File: config.mk
export PLATFORM = sky130hd
export DESIGN_NAME = shift_req_fifo
export DESIGN_NICKNAME = d
export VERILOG_FILES = /design/src/rtl/shift_req_fifo.sv
export SDC_FILE = /design/constraint.sdc
export NUM_CORES = 1
export LEC_CHECK = 0
export BUFFER_PORTS_ARGS = -buffer_cell sky130_fd_sc_hd__buf_2
export CORE_MARGIN = 5
export CORE_UTILIZATION = 35
export CTS_CLUSTER_DIAMETER = 100
export DETAILED_ROUTE_END_ITERATION = 8
export GPL_TIMING_DRIVEN = 0
export SYNTH_ARGS = -nofsm -noshare
export SYNTH_HDL_FRONTEND = slang
export SYNTH_SLANG_ARGS = --single-unit
File: constraint.sdc
create_clock -name clk -period 3.7 [get_ports clk]
set_input_delay 0.74 -clock clk [delete_from_list [all_inputs] [get_ports clk]]
set_output_delay 0.74 -clock clk [all_outputs]
set_load 0.03 [all_outputs]
File: src/rtl/shift_req_fifo.sv
// ---------------------------------------------------------------------------
// shift_req_fifo
//
// Request queue in front of the barrel shifter. Each entry holds a shift
// opcode, a shift amount and an operand. Requests whose opcode is not a
// legal shift (1 SLL, 2 SRL, 3 ROR, 4 SRA, 5 ROL) are still handshaken.
// They are not stored, and err_cnt counts them (the count saturates at 255).
//
// Optional feature macro: SHIFT_FIFO_BYPASS_EN
//   When this macro is defined, a legal request that arrives while the queue
//   is empty and the consumer is ready goes straight to the outputs in the
//   same cycle. It is not written to storage. Without the macro, every
//   request is stored, so the minimum latency is a fixed one cycle.
//
// REG_WIDTH is taken from the shared ALU define `REG_WIDTH. If that define
// is not set, the width defaults to 32.
//
// Ports
//   clk          in   single clock, rising edge
//   rst          in   asynchronous, active-high reset
//   in_valid     in   request offered
//   in_ready     out  request accepted when in_valid && in_ready
//   in_opsel     in   [2:0] shift opcode
//   in_amount    in   [4:0] shift amount
//   in_data      in   [REG_WIDTH-1:0] operand
//   out_valid    out  head entry present
//   out_ready    in   consumer takes the head when out_valid && out_ready
//   bs_opsel     out  [2:0] head opcode (zero when out_valid is low)
//   shift_amount out  [4:0] head amount (zero when out_valid is low)
//   data_in      out  [REG_WIDTH-1:0] head operand (zero when out_valid is low)
//   count        out  [4:0] occupancy
//   err_cnt      out  [7:0] dropped illegal requests, saturating
// ---------------------------------------------------------------------------
`ifndef REG_WIDTH
`define REG_WIDTH 32
`endif

module shift_req_fifo #(
    parameter int DEPTH     = 4,
    parameter int REG_WIDTH = `REG_WIDTH
) (
    input  logic                 clk,
    input  logic                 rst,
    input  logic                 in_valid,
    output logic                 in_ready,
    input  logic [2:0]           in_opsel,
    input  logic [4:0]           in_amount,
    input  logic [REG_WIDTH-1:0] in_data,
    output logic                 out_valid,
    input  logic                 out_ready,
    output logic [2:0]           bs_opsel,
    output logic [4:0]           shift_amount,
    output logic [REG_WIDTH-1:0] data_in,
    output logic [4:0]           count,
    output logic [7:0]           err_cnt
);

    localparam int          PTR_W   = (DEPTH > 1) ? $clog2(DEPTH) : 1;
    localparam logic [4:0]  DEPTH_C = 5'(DEPTH);

    // Storage: one array per field, indexed by the pointers.
    logic [2:0]           opsel_mem [DEPTH];
    logic [4:0]           amt_mem   [DEPTH];
    logic [REG_WIDTH-1:0] data_mem  [DEPTH];

    logic [PTR_W-1:0] wr_ptr_reg, wr_ptr_next;
    logic [PTR_W-1:0] rd_ptr_reg, rd_ptr_next;
    logic [4:0]       count_reg, count_next;
    logic [7:0]       err_cnt_reg, err_cnt_next;

    logic             in_legal;
    logic             fifo_valid;
    logic             bypass;
    logic             accept;
    logic             push;
    logic             pop;
    logic [DEPTH-1:0] wr_sel;

    assign in_legal   = (in_opsel >= 3'd1) && (in_opsel <= 3'd5);
    assign fifo_valid = (count_reg != 5'd0);

`ifdef SHIFT_FIFO_BYPASS_EN
    // The bypass path needs the consumer to be ready. If it is not ready,
    // the request is stored normally below.
    assign bypass = (count_reg == 5'd0) && in_valid && out_ready && in_legal;
`else
    assign bypass = 1'b0;
`endif

    assign out_valid = fifo_valid || bypass;

    // A full queue can still accept a request in the cycle it pops its head.
    assign in_ready = (count_reg < DEPTH_C) || (out_valid && out_ready);

    assign accept = in_valid && in_ready;
    assign push   = accept && in_legal && !bypass;
    assign pop    = fifo_valid && out_ready;

    // Head outputs: the bypassed request, the stored head, or zeros.
    always_comb begin
        bs_opsel     = '0;
        shift_amount = '0;
        data_in      = '0;
        if (bypass) begin
            bs_opsel     = in_opsel;
            shift_amount = in_amount;
            data_in      = in_data;
        end else if (fifo_valid) begin
            bs_opsel     = opsel_mem[rd_ptr_reg];
            shift_amount = amt_mem[rd_ptr_reg];
            data_in      = data_mem[rd_ptr_reg];
        end
    end

    // One-hot write select per entry.
    generate
        for (genvar gi = 0; gi < DEPTH; gi++) begin : g_wr_sel
            assign wr_sel[gi] = push && (wr_ptr_reg == PTR_W'(gi));
        end
    endgenerate

    // The storage has no reset. An entry only becomes visible through
    // count and rd_ptr, and reset clears both.
    always_ff @(posedge clk) begin
        for (int i = 0; i < DEPTH; i++) begin
            if (wr_sel[i]) begin
                opsel_mem[i] <= in_opsel;
                amt_mem[i]   <= in_amount;
                data_mem[i]  <= in_data;
            end
        end
    end

    // DEPTH is a power of two, so the pointers wrap by natural overflow.
    always_comb begin
        wr_ptr_next  = wr_ptr_reg;
        rd_ptr_next  = rd_ptr_reg;
        count_next   = count_reg;
        err_cnt_next = err_cnt_reg;
        if (push) begin
            wr_ptr_next = wr_ptr_reg + PTR_W'(1);
        end
        if (pop) begin
            rd_ptr_next = rd_ptr_reg + PTR_W'(1);
        end
        if (push && !pop) begin
            count_next = count_reg + 5'd1;
        end else if (pop && !push) begin
            count_next = count_reg - 5'd1;
        end
        if (accept && !in_legal && (err_cnt_reg != 8'hFF)) begin
            err_cnt_next = err_cnt_reg + 8'd1;
        end
    end

    always_ff @(posedge clk or posedge rst) begin
        if (rst) begin
            wr_ptr_reg  <= '0;
            rd_ptr_reg  <= '0;
            count_reg   <= '0;
            err_cnt_reg <= '0;
        end else begin
            wr_ptr_reg  <= wr_ptr_next;
            rd_ptr_reg  <= rd_ptr_next;
            count_reg   <= count_next;
            err_cnt_reg <= err_cnt_next;
        end
    end

    assign count   = count_reg;
    assign err_cnt = err_cnt_reg;

endmodule

==> reports/results.tsv, run 1 <==
metric	value	unit
status	complete, no violations	
r2r-end	count[4]	
design_area	8557	µm²
avgSynthCellArea	20.28	µm²
combPwrFrac	38.8	%
syn_area	7077	µm²
detail_route.first_pass.iterations	4	
seq_area_frac_synth	73.90	%
setup_viol	0	
cts-resized-gates	0	
grt_use_met1	15.92	%
holdBufCountCts	0	
grt_use_met3	3.976	%
layout.nets	524	
cts_tree	yes	
grt.busiest_layer	met2	
coreArea	20040	µm²
slew_headroom	50.40	%
diodes	0	
swShare	35.71	%
die_area	23160	µm²
power_density	821.3	nW/µm²
cp-start-kind	flop	
via_per_inst	4.745	
hold_viol	0	
layout_top_registers	data_mem: 128 flops, amt_mem: 20 flops, opsel_mem: 12 flops	
yosys_warnings	0	
ys.flop_type	edfxtp_1	
regMostFlops	data_mem	
dp_hpwl	9017	µm
fillers	1828	
ff2ff_setup_slack	0.49	ns
pre_cts_slack	0.1048	ns
critPathMostFrequentCell	nand2_1	
stdcell_count	753	
cp_num_cells	10	
slowest_stage	dfrtp_1	
fin_skew	0.01212	ns
hp-class	in2async	
syn-num-nets	403	
ctsRootBufferMaster	clkbuf_16	
path_clk_slew	0.07	ns
path_cells	nor3_4 -> nand2_1 -> nand2_1 -> ha_1 -> inv_1 -> fa_1 -> a21o_1 -> a2111oi_2 -> a31oi_1 -> a221o_1	
drt_drc_violations_left	0	
htree_levels	4	
met2_usage	20.15	%
gp_congestion	0.8134	
wirelength	13910	µm
cp_data_required_time	4.01	ns
numCtsBuffers	17	
syn_inst	349	
finalCritPeriodShare	86.88	%
reg2reg_depth	10	
drive_gt1_share	39.96	%
p_int	4.518	mW
placed_cell_area	7990	µm²
drt_iter0_markers	132	
vias	3573	
critPathCaptureType	flop	
dp.cells	721	
cp_data_arrival_time	3.52	ns
period_minus_slack	3.214	ns
rsz0062_at_grt	false	
synth-async-reset-ratio	9.605	%
worstMarginPinSlew	0.7431	ns
largest_register_ff_count	128	
p_seq_share	36.8	%
drv_cap	0	
ant_nets	0	
crit_family	compound AO/OA/AOI/OAI gates	
die_w	152.2	µm
criticalPathCategory	reg2reg	
synth-edff-count	160	
ir_worst_vdd	0.3182	mV
ios	99	
cts_buffer_depth	2	
crit-reg2reg-launch	count[2]	
ys_types	34	
grt_usage	12.34	%
num_rows	52	
gr-total-overflow	0	
grt_antenna_before_repair	0	
yosys_register_bits	177	
switching_power	2.509	mW
fmax	0.3111	GHz
power.leakage	3.025	nW
portBuffers	98	
wire_per_inst	18.47	µm
fp.dieH	152.2	µm
fin_ws	0.4856	ns
pwr-share-clk	24.4	%
start_util	35.31	%
cp_slowest_stage_delay	0.44	ns
grt_max_degree	25	
crit_path_max_fanout	7	
critPathBufInv	1	
cts_setup_buffers	0	
cts_num_sinks	177	
grt_pass1_wl	22130	µm
maxSlewViolCount	0	
area_growth	20.92	%
grt_pass1_vias	4006	
clock_latency	0.42	ns
==> synthesized netlist by cell type (3+ instances only) <==
library cell    n  area, µm²
xor2_1          6      52.55
ha_1            9      112.6
buf_6           5      56.30
buf_2           4      20.02
clkbuf_1        6      22.52
xnor2_1         5      43.79
nand2_1         6      22.52
edfxtp_1      160       4805
dfrtp_1        17      425.4
o21ai_0         3      15.01
mux4_2         40      900.9
nor3_1          4      20.02
inv_1           4      15.01
nand3_1         5      25.02
and2_1         45      281.5
nor2_1          3      11.26
nor4_1          3      18.77
==> stage by stage <==
step           hold WS [ns]  util (%)  TNS, ns  total power [mW]
2_1_floorplan        0.5116         -        0             4.614
3_3_place_gp         0.5018     39.45   -21.59             5.341
3_5_place_dp         0.5151     39.87        0             5.425
4_1_cts              0.4755     42.70        0             7.144
5_1_grt              0.4981     42.70        0             7.407
6_report             0.4429     42.70        0             7.027
==> placed cells by master (no fill, tap or decap), types with 2 or more instances in the layout <==
cell type,Yosys,routed
a21o_1,2,2
a21oi_1,2,2
a31oi_1,2,2
and2_1,45,41
and2_2,0,4
buf_12,0,4
buf_2,4,102
buf_6,5,5
bufinv_16,0,2
clkbuf_1,6,6
clkbuf_16,0,17
clkinv_1,0,3
clkinv_2,0,5
dfrtp_1,17,17
edfxtp_1,160,160
ha_1,9,9
inv_1,4,4
inv_6,0,2
mux2_1,2,2
mux2_2,2,2
mux4_2,40,40
nand2_1,6,6
nand3_1,5,5
nor2_1,3,3
nor2_2,2,2
nor3_1,4,4
nor3_4,2,2
nor4_1,3,3
o21ai_0,3,3
xnor2_1,5,5
xor2_1,6,6
==> kinds of logic after synthesis <==
group	share of synthesized area (%)
AOI/OAI and AO/OA	1.538
xor gates and xnor gates	1.361
adders and majority gates	1.874
buffers and inverters	1.609
DFF	73.90
muxes	13.37
and+or+nand+nor	6.347
==> power by group through the flow <==
stage                     registers [mW]  clock network (mW)  logic, mW
final                               2.58                1.71       2.73
after global routing                2.61                1.85       2.95
after CTS                           2.59                1.76       2.80
after detailed placement            2.63                   0       2.80
after global placement              2.62                   0       2.72
after floorplan                     2.71                   0       1.90
==> metal layers <==
metal / wire, µm / part of all wire (%)
met5: 0 / 0
met4: 124 / 0.89
met3: 631 / 4.5
met2: 6927 / 50
met1: 6226 / 45
==> cell type report <==
| cell class | count | area, µm² | share of cell area [%] |
|---|---|---|---|
| sequential | 177 | 5230 | 61.12 |
| multi-input combinational | 153 | 1738 | 20.31 |
| timing repair buffer | 102 | 570.5 | 6.668 |
| clock buffer | 17 | 425.4 | 4.971 |
| tap | 270 | 337.8 | 3.948 |
| clock inverter | 15 | 141.4 | 1.652 |
| buffer | 15 | 98.84 | 1.155 |
| inverter | 4 | 15.01 | 0.1755 |
==> worst max path at each step <==
stage,endpoint,from,slack (ns)
3_3_place_gp,data_mem[2][13],in_opsel[2],-0.15
6_report,count[4],count[2],0.49
2_1_floorplan,count[4],in_opsel[2],0.61
4_1_cts,count[4],count[2],0.39
5_1_grt,count[4],count[2],0.25
3_5_place_dp,count[4],in_opsel[2],0.10
No activity file was read; power rests on OpenSTA's default activity.
==> run 2, diff against run 1 <==
Settings changed: CELL_PAD_IN_SITES_DETAIL_PLACEMENT from default to 2, CELL_PAD_IN_SITES_GLOBAL_PLACEMENT from default to 2, PLACE_DENSITY_LB_ADDON from default to 0.1.
==> run 2 against run 1 <==
Clock skew is 0.0011 ns lower. Largest cell class unchanged. Setup slack better by 0.036 ns. Sequential power hardly changed. Cell count stayed put.
==> reports/results.tsv, run 2 (synthesis gave the netlist of run 1 again) <==
metric	value	unit	change
portBuffers	98		unchanged
design_area	8598	µm²	+0.48%
ant_nets	0		unchanged
worstMarginPinSlew	0.7317	ns	-0.01141 ns
coreArea	20040	µm²	unchanged
cts-resized-gates	0		unchanged
finalCritPeriodShare	85.92	%	-0.96 points
status	complete, no violations		
rsz0062_at_grt	false		
die_area	23160	µm²	unchanged
dp_hpwl	10290	µm	+14%
holdBufCountCts	0		unchanged
cp_data_arrival_time	3.48	ns	-0.04 ns
numCtsBuffers	17		unchanged
cts_setup_buffers	0		unchanged
holdWs	0.4290	ns	-0.01400 ns
grt_max_degree	25		unchanged
grt_pass1_vias	4264		+6.4%
cp_slowest_stage_delay	0.44	ns	about the same
crit-reg2reg-launch	count[2]		
die_w	152.2	µm	unchanged
ios	99		unchanged
grt_pass1_wl	24850	µm	+12%
cp_data_required_time	4.00	ns	about the same
htree_levels	4		unchanged
wirelength	15500	µm	+11%
layout.nets	524		unchanged
cts_tree	yes		
power	7.196	mW	+2.4%
ir_worst_vdd	0.3269	mV	+2.7%
drt_drc_violations_left	0		unchanged
gp_congestion	0.7150		-12%
fmax	0.3146	GHz	+1.1%
critPathBufInv	1		unchanged
path_clk_slew	0.07	ns	about the same
regMostFlops	data_mem		
fin_skew	0.01106	ns	-0.001064 ns
placed_cell_area	7990	µm²	unchanged
reg2reg_depth	10		unchanged
crit_family	compound AO/OA/AOI/OAI gates		
layout_top_registers	data_mem: 128 flops, amt_mem: 20 flops, opsel_mem: 12 flops		
fp.dieH	152.2	µm	unchanged
drt_iter0_markers	177		+34%
cp-start-kind	flop		
critPathMostFrequentCell	nand2_1		
power_density	836.9	nW/µm²	+1.9%
criticalPathCategory	reg2reg		
grt_antenna_before_repair	0		unchanged
drv_cap	0		unchanged
num_rows	52		unchanged
path_cells	nor3_4 -> nand2_1 -> nand2_1 -> ha_1 -> inv_1 -> fa_1 -> a21o_1 -> a2111oi_2 -> a31oi_1 -> a221o_1		
vias	3647		+2.1%
layout_common_cells	160 x edfxtp_1, 102 x buf_2, 41 x and2_1, 40 x mux4_2		
pre_cts_slack	0.09265	ns	-0.01213 ns
fin_ws	0.5211	ns	+0.03553 ns
maxSlewViolCount	0		unchanged
cts_buffer_depth	2		unchanged
period_minus_slack	3.179	ns	-0.03553 ns
ctsRootBufferMaster	clkbuf_16		
setup_viol	0		unchanged
slew_headroom	51.17	%	+0.76 points
slowest_stage	dfrtp_1		
start_util	35.31	%	unchanged
power.leakage	3.043	nW	+0.61%
grt_usage	14.04	%	+1.7 points
stdcell_count	753		unchanged
dp.cells	721		unchanged
final_common_cell	edfxtp_1		
area_growth	21.50	%	
cts_num_sinks	177		unchanged
hp-class	in2async		
hold_viol	0		unchanged
r2r-end	count[4]		
diodes	0		unchanged
fin_tns_setup	0	ns	unchanged
detail_route.first_pass.iterations	4		unchanged
ff2ff_setup_slack	0.52	ns	+0.04 ns
via_per_inst	4.843		+2.1%
crit_path_max_fanout	7		unchanged
drive_gt1_share	40.37	%	+0.41 points
largest_register_ff_count	128		unchanged
gr-total-overflow	0		unchanged
final_core_util	42.91	%	+0.21 points
clock_latency	0.42	ns	about the same
critPathCaptureType	flop		
wire_per_inst	20.59	µm	+11%
-- run 2: cell types whose count changed in the layout (fill, tap and decap cells not counted), sizes merged --
cell / before / now
bufinv: 2 / 3
clkinvlp: 1 / 0
clkinv: 9 / 8
inv: 7 / 8
-- run 2: worst max-delay path by stage --
| stage | start | cells after the start | endpoint |
|---|---|---|---|
| finish | count[2] | 10 | count[4] |
| global route | count[2] | 10 | count[4] |
| CTS | count[2] | 10 | count[4] |
| detailed placement | in_opsel[2] | 11 | count[4] |
| global placement | in_opsel[2] | 5 | data_mem[0][25] |
| floorplan | in_opsel[2] | 10 | count[4] |
-- run 2: layer usage --
| layer | vias up | wire (µm) | GRT usage, % | part of all wire [%] |
|---|---|---|---|---|
| met1 | 1926 | 6681 | 17.41 | 43 |
| met3 | 11 | 511 | 3.806 | 3.3 |
| li1 | 1634 | - | - | - |
| met2 | 76 | 8164 | 24.68 | 53 |
| met5 | - | 0 | 0 | 0 |
| met4 | 0 | 146 | 3.211 | 0.94 |
-- run 2: layout make-up --
class	count	area [µm²]
buffer	15	98.84
timing repair buffer	102	570.5
inverter	4	15.01
sequential	177	5230
tap	270	337.8
multi-input combinational	153	1738
clock buffer	17	425.4
clock inverter	15	182.7
fill	1951	11440
-- run 2: where the power goes --
group	switching (mW)	internal [mW]	total [mW]
sequential	0.135	2.45	2.59
clock	0.779	1.07	1.85
combinational	1.68	1.07	2.76
==> run 3, diff against run 2 <==
==> constraint.sdc (replaced) <==
create_clock -name clk -period 3.7 [get_ports clk]
set_input_delay 0 -clock clk [delete_from_list [all_inputs] [get_ports clk]]
set_output_delay 0 -clock clk [all_outputs]
set_load 0.03 [all_outputs]
==> run 3 against run 2 <==
First-iteration DRC count down 0.56%. Critical endpoint unchanged. Die area unchanged. Sequential power about the same.
==> reports/results.tsv, run 3 (synthesis gave the netlist of run 1 again) <==
metric	value	unit	change
numCtsBuffers	17		unchanged
cts_tree	yes		
maxSlewViolCount	0		unchanged
cts_buffer_depth	2		unchanged
cts-resized-gates	0		unchanged
fp.dieH	152.2	µm	unchanged
reg2reg_depth	10		unchanged
rsz0062_at_grt	false		
start_util	35.31	%	unchanged
detail_route.first_pass.iterations	6		+2
die_area	23160	µm²	unchanged
diodes	0		unchanged
crit_path_max_fanout	7		unchanged
ir_worst_vdd	0.3268	mV	about the same
crit-reg2reg-launch	count[2]		
fin_tns_setup	0	ns	unchanged
cp_data_arrival_time	3.48	ns	about the same
power_density	801.4	nW/µm²	-4.2%
fmax	0.3145	GHz	about the same
die_w	152.2	µm	unchanged
power.leakage	3.223	nW	+5.9%
critPathCaptureType	flop		
slew_headroom	50.73	%	-0.43 points
finalCritPeriodShare	85.93	%	about the same
portBuffers	98		unchanged
vias	3834		+5.1%
num_rows	52		unchanged
largest_register_ff_count	128		unchanged
area_growth	27.58	%	
ctsRootBufferMaster	clkbuf_16		
ff2ff_setup_slack	0.52	ns	about the same
hp-class	in2async		
via_per_inst	4.817		-0.55%
coreArea	20040	µm²	unchanged
cp_data_required_time	4.00	ns	about the same
setup_viol	0		unchanged
fin_skew	0.009977	ns	-0.001080 ns
drt_drc_violations_left	0		unchanged
gr-total-overflow	0		unchanged
status	complete, no violations		
ant_nets	0		unchanged
grt_max_degree	25		unchanged
clock_latency	0.42	ns	about the same
dp_hpwl	10290	µm	unchanged
grt_antenna_before_repair	0		unchanged
final_common_cell	edfxtp_1		
criticalPathCategory	reg2reg		
crit_path_start	count[2]		
regMostFlops	data_mem		
drv_cap	0		unchanged
grt_pass1_vias	4447		+4.3%
worstMarginPinSlew	0.7382	ns	+0.006483 ns
period_minus_slack	3.180	ns	+0.0006470 ns
layout_common_cells	160 x edfxtp_1, 102 x buf_2, 43 x dlygate4sd3_1, 41 x and2_1, 40 x mux4_2		
power	7.235	mW	+0.55%
drt_iter0_markers	176		-0.56%
gp_congestion	0.7150		unchanged
grt_pass1_wl	25670	µm	+3.3%
htree_levels	4		unchanged
r2r-end	count[4]		
drive_gt1_share	37.07	%	-3.3 points
layout.nets	567		+8.2%
cp-start-kind	flop		
cts_num_sinks	177		unchanged
hold_viol	0		unchanged
wirelength	15870	µm	+2.4%
ios	99		unchanged
wire_per_inst	19.94	µm	-3.2%
layout_top_registers	data_mem: 128 flops, amt_mem: 20 flops, opsel_mem: 12 flops		
grt_usage	14.40	%	+0.35 points
path_clk_slew	0.07	ns	about the same
==> run 3: cell count changes in the layout (fill, tap and decap cells not counted) <==
cell,change
dlygate4sd3_1,+43
==> run 3: cell type report <==
type                            instances  area [µm²]
Buffer                                 15       98.84
Clock buffer                           17       425.4
Clock inverter                         15       182.7
Fill cell                            1928       11010
Inverter                                4       15.01
Multi-Input combinational cell        153        1738
Sequential cell                       177        5230
Tap cell                              270       337.8
Timing Repair Buffer                  145        1001
==> run 3: worst max-delay path by stage <==
stage,endpoint,slack [ns]
6_report,count[4],0.52
5_1_grt,count[4],0.30
4_1_cts,count[4],0.45
3_5_place_dp,count[4],0.48
3_3_place_gp,data_mem[0][25],0.17
2_1_floorplan,count[4],0.80
==> run 3: metrics by stage <==
stage	setup slack, ns	hold slack (ns)	area (µm²)	util [%]	cells
global route	0.3036	0.3197	9029	45.05	796
detailed placement	0.4767	0.1779	7990	39.87	721
floorplan	0.8012	-0.07393	7077	-	349
finish	0.5204	0.2405	9029	45.05	796
global placement	0.1698	0.1536	7905	39.45	717
CTS	0.4537	0.2643	9029	45.05	796
==> run 3: worst max-delay path, stage by stage, from the launching register on <==
cell and delay, ns:
dfrtp_1 0.44, nor3_4 0.29, nand2_1 0.33, nand2_1 0.21, ha_1 0.24, inv_1 0.16, fa_1 0.43, a21o_1 0.23
a2111oi_2 0.35, a31oi_1 0.07, a221o_1 0.31
==> run 3: routing by layer <==
layer  part of all wire, %  wire length (µm)  GRT usage, %
met1                    43              6805         17.97
met2                    53              8360         25.30
met3                   3.5               554         3.777
met4                  0.96               152         3.211
met5                     0                 0             0
==> run 3: power by group <==
part	total (mW)	switching (mW)	internal, mW
sequential	2.59	0.135	2.45
clock	1.85	0.777	1.07
combinational	2.80	1.69	1.10
total	7.24	2.61	4.63
==> run 3: what timing repair did <==
item	CTS	global route
hold buffers	43	0
hold endpoints to repair	180	0
setup buffers	0	0
endpoints found under the setup margin	0	0
